===== config.mk =====
export PLATFORM = sky130hd
export DESIGN_NAME = usb_fifo_sequencer
export DESIGN_NICKNAME = d
export VERILOG_FILES = /design/src/rtl/usb_seq_pkg.sv /design/src/rtl/usb_strobe_timer.sv /design/src/rtl/usb_fifo_sequencer.sv
export SDC_FILE = /design/constraint.sdc
export NUM_CORES = 1
export LEC_CHECK = 0
export BUFFER_PORTS_ARGS = -buffer_cell sky130_fd_sc_hd__buf_2
export CELL_PAD_IN_SITES_DETAIL_PLACEMENT = 1
export CELL_PAD_IN_SITES_GLOBAL_PLACEMENT = 1
export CORE_AREA = 3 3 97 80
export DETAILED_ROUTE_END_ITERATION = 6
export DIE_AREA = 0 0 100 83
export PLACE_DENSITY_LB_ADDON = 0.15
export SLEW_MARGIN = 20
export SYNTH_ARGS = -nofsm -noshare
export SYNTH_HDL_FRONTEND = slang
export SYNTH_HIERARCHICAL = 1
export SYNTH_SLANG_ARGS = --single-unit

===== constraint.sdc =====
create_clock -name clk -period 4.4 [get_ports clk]
set_input_delay 1.32 -clock clk [delete_from_list [all_inputs] [get_ports clk]]
set_output_delay 1.32 -clock clk [all_outputs]
set_load 0.1 [all_outputs]

===== src/rtl/usb_seq_pkg.sv =====
// Shared definitions for the USB FIFO sequencer: state codes, field widths,
// parameter limits and the phase-counter load helper.
package usb_seq_pkg;

  localparam int TAG_W = 4;
  localparam int CNT_W = 4;
  localparam int IDX_W = 4;

  localparam int SW_WIDTH_MIN = 4;
  localparam int SW_WIDTH_MAX = 60;
  localparam int PHASE_MIN    = 1;
  localparam int PHASE_MAX    = 15;

  typedef enum logic [2:0] {
    ST_IDLE      = 3'd0,
    ST_RD_STROBE = 3'd1,
    ST_RD_END    = 3'd2,
    ST_WR_SETUP  = 3'd3,
    ST_WR_STROBE = 3'd4,
    ST_WR_HOLD   = 3'd5,
    ST_WR_WAIT   = 3'd6
  } seq_state_e;

  // A phase of N cycles loads N-1; the timer reports done on its last cycle.
  function automatic logic [CNT_W-1:0] phase_load(input int cycles);
    return CNT_W'(cycles - 1);
  endfunction

endpackage


===== src/rtl/usb_strobe_timer.sv =====
// Loadable down-counter that times every strobe phase; done is high while
// the count is zero, and the count never wraps below zero.
module usb_strobe_timer
  import usb_seq_pkg::*;
(
  input  logic             clk,
  input  logic             reset_n,
  input  logic             load_i,
  input  logic [CNT_W-1:0] load_val_i,
  output logic             done_o
);

  logic [CNT_W-1:0] count_q;
  logic [CNT_W-1:0] count_d;

  always_comb begin
    count_d = count_q;
    if (load_i) begin
      count_d = load_val_i;
    end else if (count_q != '0) begin
      count_d = count_q - CNT_W'(1);
    end
  end

  always_ff @(posedge clk or negedge reset_n) begin
    if (!reset_n) begin
      count_q <= '0;
    end else begin
      count_q <= count_d;
    end
  end

  assign done_o = (count_q == '0);

endmodule


===== src/rtl/usb_fifo_sequencer.sv =====
// FT245-style FIFO sequencer: single-byte command reads and nibble-tagged
// switch-report frames. Optional USB_SEQ_AUTO_REPORT_EN sends a frame on switch change.
module usb_fifo_sequencer
  import usb_seq_pkg::*;
#(
  parameter int SW_WIDTH = 16,
  parameter int RD_PULSE = 2,
  parameter int WR_SETUP = 1,
  parameter int WR_PULSE = 2,
  parameter int WR_HOLD  = 2
) (
  input  logic                clk,
  input  logic                reset_n,
  input  logic                rxf_n,
  input  logic                txe_n,
  input  logic                panel_select_request,
  input  logic [SW_WIDTH-1:0] panel_switches,
  input  logic [7:0]          data_in,
  output logic [7:0]          data_out,
  output logic                data_out_enable,
  output logic                rd_n,
  output logic                wr_n,
  output logic                command_write_enable,
  output logic [7:0]          command_data,
  output logic [2:0]          state_out
);

  localparam int NIB = SW_WIDTH / 4;
  localparam logic [IDX_W-1:0] LAST_IDX = IDX_W'(NIB - 1);

  if ((SW_WIDTH % 4) != 0 || SW_WIDTH < SW_WIDTH_MIN || SW_WIDTH > SW_WIDTH_MAX) begin : g_bad_sw
    $error("usb_fifo_sequencer: SW_WIDTH must be a multiple of 4 in 4..60");
  end
  if (RD_PULSE < PHASE_MIN || RD_PULSE > PHASE_MAX || WR_SETUP < PHASE_MIN ||
      WR_SETUP > PHASE_MAX || WR_PULSE < PHASE_MIN || WR_PULSE > PHASE_MAX ||
      WR_HOLD < PHASE_MIN || WR_HOLD > PHASE_MAX) begin : g_bad_phase
    $error("usb_fifo_sequencer: phase lengths must be in 1..15");
  end

  seq_state_e          state_q, state_d;
  logic                pending_q, pending_d;
  logic [SW_WIDTH-1:0] snapshot_q, snapshot_d;
  logic [IDX_W-1:0]    byte_idx_q, byte_idx_d;
  logic [7:0]          cmd_q, cmd_d;

  logic             frame_start;
  logic             tmr_load;
  logic [CNT_W-1:0] tmr_val;
  logic             tmr_done;

  usb_strobe_timer u_timer (
    .clk        (clk),
    .reset_n    (reset_n),
    .load_i     (tmr_load),
    .load_val_i (tmr_val),
    .done_o     (tmr_done)
  );

  always_comb begin
    state_d     = state_q;
    byte_idx_d  = byte_idx_q;
    snapshot_d  = snapshot_q;
    cmd_d       = cmd_q;
    frame_start = 1'b0;
    tmr_load    = 1'b0;
    tmr_val     = '0;
    case (state_q)
      ST_IDLE: begin
        // A pending read always wins over a pending report.
        if (!rxf_n) begin
          state_d  = ST_RD_STROBE;
          tmr_load = 1'b1;
          tmr_val  = phase_load(RD_PULSE);
        end else if (pending_q && !txe_n) begin
          state_d     = ST_WR_SETUP;
          tmr_load    = 1'b1;
          tmr_val     = phase_load(WR_SETUP);
          byte_idx_d  = '0;
          snapshot_d  = panel_switches;
          frame_start = 1'b1;
        end
      end
      ST_RD_STROBE: begin
        if (tmr_done) begin
          cmd_d   = data_in;
          state_d = ST_RD_END;
        end
      end
      ST_RD_END: begin
        state_d = ST_IDLE;
      end
      ST_WR_SETUP: begin
        if (tmr_done) begin
          state_d  = ST_WR_STROBE;
          tmr_load = 1'b1;
          tmr_val  = phase_load(WR_PULSE);
        end
      end
      ST_WR_STROBE: begin
        if (tmr_done) begin
          state_d  = ST_WR_HOLD;
          tmr_load = 1'b1;
          tmr_val  = phase_load(WR_HOLD);
        end
      end
      ST_WR_HOLD: begin
        if (tmr_done) begin
          if (byte_idx_q == LAST_IDX) begin
            state_d = ST_IDLE;
          end else begin
            byte_idx_d = byte_idx_q + IDX_W'(1);
            if (!txe_n) begin
              state_d  = ST_WR_SETUP;
              tmr_load = 1'b1;
              tmr_val  = phase_load(WR_SETUP);
            end else begin
              state_d = ST_WR_WAIT;
            end
          end
        end
      end
      ST_WR_WAIT: begin
        if (!txe_n) begin
          state_d  = ST_WR_SETUP;
          tmr_load = 1'b1;
          tmr_val  = phase_load(WR_SETUP);
        end
      end
      default: begin
        state_d = ST_IDLE;
      end
    endcase
  end

  // Request set has priority over the start-of-frame clear, so a request
  // held through the start cycle still queues exactly one more frame.
`ifdef USB_SEQ_AUTO_REPORT_EN
  logic auto_set;
  assign auto_set  = (state_q == ST_IDLE) && !frame_start && (panel_switches != snapshot_q);
  assign pending_d = panel_select_request | auto_set | (pending_q & ~frame_start);
`else
  assign pending_d = panel_select_request | (pending_q & ~frame_start);
`endif

  always_ff @(posedge clk or negedge reset_n) begin
    if (!reset_n) begin
      state_q    <= ST_IDLE;
      pending_q  <= 1'b0;
      snapshot_q <= '0;
      byte_idx_q <= '0;
      cmd_q      <= '0;
    end else begin
      state_q    <= state_d;
      pending_q  <= pending_d;
      snapshot_q <= snapshot_d;
      byte_idx_q <= byte_idx_d;
      cmd_q      <= cmd_d;
    end
  end

  logic [3:0]       cur_nib;
  logic [TAG_W-1:0] cur_tag;

  always_comb begin
    cur_nib = '0;
    for (int i = 0; i < NIB; i++) begin
      if (byte_idx_q == IDX_W'(i)) begin
        cur_nib = snapshot_q[4*i +: 4];
      end
    end
  end

  assign cur_tag = TAG_W'(byte_idx_q + IDX_W'(1));

  // Strobes decode straight from the state register so reset reaches the pins at once.
  always_comb begin
    rd_n                 = (state_q != ST_RD_STROBE);
    wr_n                 = (state_q != ST_WR_STROBE);
    command_write_enable = (state_q == ST_RD_END);
    data_out_enable      = (state_q == ST_WR_SETUP) || (state_q == ST_WR_STROBE) ||
                           (state_q == ST_WR_HOLD);
    data_out             = data_out_enable ? {cur_tag, cur_nib} : 8'h00;
  end

  assign command_data = cmd_q;
  assign state_out    = state_q;

endmodule


After elaboration in Yosys (flattened, before gate mapping) --
Index checks and enable logic that the tools add are counted.
Storage, ports and cells: flip-flop bits (word level) 36, input bits 29, logic and storage cells 80, output and inout bits 23
Cells by class: reductions and logical operators 15, bitwise logic cells 3, multiplexer cells 34, eq/ne operators 20, add/subtract/negate cells 2
Operator list (count):
- $mux W4 | 10
- $mux W3 | 9
- $pmux W3 S6 | 1
- $ne A2 B2 Y1 const B | 8
- $mux W1 | 10
- $eq A3 B3 Y1 const B | 3
- $eq A4 B2 Y1 const B | 2
- $logic_not A4 Y1 | 2
- $mux W8 | 1
- $pmux W4 S2 | 1
- $eq A3 B2 Y1 const B | 2
- $ne A3 B3 Y1 const B | 2
- $reduce_and A6 Y1 | 1
- $reduce_and A5 Y1 | 1
- $add A4 B1 Y4 const B | 1
- $eq A4 B1 Y1 const B | 1
- $pmux W1 S4 | 1
- $reduce_bool A2 Y1 | 2
- $reduce_bool A4 Y1 | 1
- $sub A4 B1 Y4 const B | 1
- $eq A3 B1 Y1 const B | 1
- $logic_not A3 Y1 | 1
- $ne A3 B1 Y1 const B | 1
- $reduce_and A3 Y1 | 1
- 9 further kinds | 10

Logic depth before layout (Yosys ltp) --
word-level depth 8, mapped depth 10, depth with buffers taken out 7

By module --
Netlist, hierarchy kept.
By module, submodules not included:
- usb_fifo_sequencer | instances 1, seq. area each 800.8 um^2, cells an instance 200, area each 1816.7 um^2
- usb_strobe_timer | instances 1, seq. area each 100.1 um^2, cells an instance 22, area each 234.0 um^2

Least setup slack after synthesis --
No wires, ideal clock.
path kind flip-flop to output port, from register state_q[0], in the netlist state_out[0], to output data_out[6], cell stages (with the launch flop) 5, arrival 2744 ps, buffers on the path 0, data required time 3080 ps, slack 336 ps, path through dfrtp_1 nor2b_1 nand2_1 o21a_1 nor2_1
On the way: cells in the longest elaborated chain, start to end 4, elaborated cells on any way between the ends 6, classes of those cells eq/ne (3); mux (1); reduce/logical (2)
RTL lines:
- start: declaration | RTL line usb_fifo_sequencer.sv:40 | seq_state_e state_q, state_d;
- start signal: assignment | RTL line usb_fifo_sequencer.sv:153 | state_q <= state_d;
- $eq A3 B2 Y1 or $eq A3 B3 Y1 (tied branches) | RTL line usb_fifo_sequencer.sv:180 | data_out_enable = (state_q == ST_WR_SETUP) || (state_q == ST_WR_STROBE) ||
- $logic_or A1 B1 Y1 | RTL line usb_fifo_sequencer.sv:180
- $logic_or A1 B1 Y1 (*) | RTL line usb_fifo_sequencer.sv:180
- $mux W8 (*) | RTL line usb_fifo_sequencer.sv:182 | data_out = data_out_enable ? {cur_tag, cur_nib} : 8'h00;
- end: declaration | RTL line usb_fifo_sequencer.sv:19 | output logic [7:0] data_out,
Mark *: on every way between the ends. The rest lies on a longest branch, timed or not.

Worst setup path after layout --
from register byte_idx_q[0], to output data_out[0]
On the way: cells in the longest elaborated chain, start to end 6, elaborated cells on any way between the ends 9, classes of those cells eq/ne (3); mux (5); reduce/logical (1)
RTL lines:
- start: declaration | RTL line usb_fifo_sequencer.sv:43 | logic [IDX_W-1:0] byte_idx_q, byte_idx_d;
- start signal: assignment | RTL line usb_fifo_sequencer.sv:156 | byte_idx_q <= byte_idx_d;
- $logic_not A4 Y1 | RTL line usb_fifo_sequencer.sv:167 | if (byte_idx_q == IDX_W'(i)) begin
- $mux W4 (3 in a row) | RTL line usb_fifo_sequencer.sv:167
- $mux W4 (*) | RTL line usb_fifo_sequencer.sv:167
- $mux W8 (*) | RTL line usb_fifo_sequencer.sv:182
Marks and branches as above.

==> results.toml <==
[critical_path]
path_max_fanout = 7
critPathKind = "reg -> out"
crit_arrival_ns = 2.36
startpoint = "byte_idx_q[0]"
cp-end-kind = "output port"
crit_slowest_cell = "dfrtp_1"
max_stage_delay_ns = 0.48
required_ns = 3.08
r2r_start = "byte_idx_q[0]"
crit_chain = "inv_1 -> ha_1 -> or3_1 -> o22ai_1 -> o211a_1 -> buf_2"
start_kind = "flip-flop"

[yosys]
avgSynthCellArea_sq_um = 9.24
synth.distinct_cells = 52
synth-async-reset-ratio_pct = 100
yosysWarnings = 6
synth_flop_cell = "dfrtp_1"
ys_seq_area_share_pct = 43.9
synth_edf_count = 0
netlist_instances = 222
ys_ff_latch = 36
synthesis.area_sq_um = 2050

[finish]
drive_gt1_share_pct = 24.4
diodes = 0
fill_cells = 821
nets = 303
areaGrowthSynthToFinish_pct = 18.6
final_area_sq_um = 2430

[drt]
vias = 1768
drt_iter0_drc = 36
wirelength_mm = 5.49
drt-wirelength-per-cell_um = 15.4
postRouteAntennaNets = 0
drc = 0
vias_per_cell = 4.95
first_pass_iters = 4

[placed_design]
placed_area_sq_um = 2340
place.detailed.hpwl_mm = 3.87
numPortBuffers = 51
place.gp.congestion = 0.763

[floorplan]
dieArea_sq_um = 8300
die_x_um = 100
row_count = 27
initial_core_util_pct = 29.9
die_h_um = 83
ioPinCount = 52
core_sq_um = 6860

[global_routing]
antenna_found_initial = 1
grt.met2_usage_pct = 19.9
gr-usage-met1_pct = 20.5
grt_usage_pct = 14.0
grt_overflow = 0
grt_pass1_wl_mm = 9.30
gr-max-usage-layer = "met1"
grt_max_degree = 37
grt_pass1_vias = 1779
grt_use_met3_pct = 3.78

[worst_hold_path]
hold_path.class = "reg -> reg"
hp-start = "command_data[2]"

[cts]
cts_resized = 0
cts.path.max_buffers = 2
cts.clk_slew.worst_paths_ns = 0.07
cts_buffers = 5
clock-sinks = 36
cts_max_level = 2
cts_tree = "built"
ctsHoldBuffers = 0
clock_latency_ns = 0.30
clockRootBuffer = "clkbuf_8"
post_cts_buffers = 0

[sta]
rsz0062_at_grt = "no"
fin_crit_ns = 3.68
maxSlewHeadroom_pct = 37.6
skew_ns = 0.00687
setup_tns_ns = 0
fmax_ghz = 0.272
worst_slew_pin_slew_ns = 0.934
hold_violations = 0
layout_worst_path_cycle_share_pct = 83.6
finalMaxSlewViolations = 0
setup_viol = 0

[job]
maxCapViolCount = 0

[status]
outcome = "completed"
==> per-layer routing <==
| metal | vias up | routed length, um |
|---|---|---|
| li1 | 865 | - |
| met1 | 857 | 2830 |
| met2 | 36 | 2330 |
| met3 | 8 | 253 |
| met4 | 2 | 63 |
| met5 | - | 13 |
==> cell usage in the layout, fill, tap and decap left out, types with 5 or more instances in the layout <==
cell      count
nand2_1      55
buf_2        51
dfrtp_1      36
nand3_1       9
mux2_1        8
inv_1         7
a21oi_1       7
nor2_1        6
clkbuf_8      6
o22ai_1       5
o211a_1       5
nor3_1        5
ha_1          5
==> sequential cells by signal, indices dropped and copies added, names as in the netlist <==
register	count
snapshot_q	16
command_data	8
byte_idx_q	4
u_timer/count_q	4
state_out	3
pending_q	1
==> per-stage QoR <==
step / instances / worst slack, ns / utilization (%) / hold WS, ns
5_1_grt: 357 / 0.550 / 35.5 / 0.513
2_1_floorplan: 224 / 0.336 / - / 0.446
6_report: 357 / 0.721 / 35.5 / 0.484
3_5_place_dp: 349 / 1.05 / 34.1 / 0.471
4_1_cts: 357 / 0.714 / 35.5 / 0.490
3_3_place_gp: 349 / 1.10 / 34.1 / 0.464
==> cell families (layout without fill, tap and decap cells) <==
logic type,Yosys count,count (layout),synth area share [%]
flops,36,36,43.9
mux,11,11,5.92
fa+ha+maj,5,5,3.05
buf+inv,22,68,5.92
other cells,1,3,0.183
xor+xnor,4,4,1.71
compound gates,44,44,15.4
simple gates,99,99,23.9
==> final timing paths <==
check	endpoint	slack, ns	cells after the start
min	command_data[2]	0.48	1
min reg2reg	command_data[2]	0.48	1
max in group asynchronous	snapshot_q[12]	2.74	1
max	data_out[0]	0.72	6
min in group asynchronous	snapshot_q[14]	1.12	1
max reg2reg	u_timer/count_q[3]	1.75	7
==> synth_stat cells (all sizes together) (2+ instances only) <==
| cell | count | share of area [%] |
|---|---|---|
| buf | 10 | 3.7 |
| o21a | 2 | 0.73 |
| nand3b | 2 | 0.73 |
| o211a | 5 | 2.4 |
| clkbuf | 4 | 0.73 |
| o311ai | 2 | 0.85 |
| xnor2 | 3 | 1.3 |
| nor2b | 4 | 1.2 |
| or3 | 2 | 0.61 |
| mux2i | 2 | 0.98 |
| nor3b | 4 | 2.0 |
| nor3 | 6 | 1.7 |
| inv | 8 | 1.5 |
| nor2 | 7 | 1.6 |
| and2 | 2 | 0.61 |
| a22oi | 4 | 1.5 |
| nand3 | 9 | 2.2 |
| a21oi | 7 | 1.7 |
| a32oi | 2 | 0.85 |
| dfrtp | 36 | 44 |
| ha | 5 | 3.1 |
| o21ai | 6 | 1.5 |
| o22ai | 5 | 1.5 |
| nand2 | 56 | 11 |
| a21o | 2 | 0.73 |
| o2111ai | 2 | 0.85 |
| mux2 | 9 | 4.9 |
==> area by class of cell <==
class | count | area [sq um] | share of cell area [%]
repair buffers | 52 | 263 | 10.8
well taps | 87 | 109 | 4.48
clock buffers | 7 | 86.3 | 3.55
inverters | 8 | 30.0 | 1.23
multi-input cells | 166 | 1040 | 42.6
clock inverters | 1 | 7.51 | 0.309
flip-flops and latches | 36 | 901 | 37.0
==> critical path: cells and delay by family (launching register included) <==
kind	cells	cell delay [ns]
compound gates	2	0.36
fa+ha+maj	1	0.27
buf+inv	2	0.55
flops	1	0.48
simple gates	1	0.38
Power is left out: the tool's default activity adds up to more than one toggle a clock period on the data nets, which glitch-free logic cannot reach.
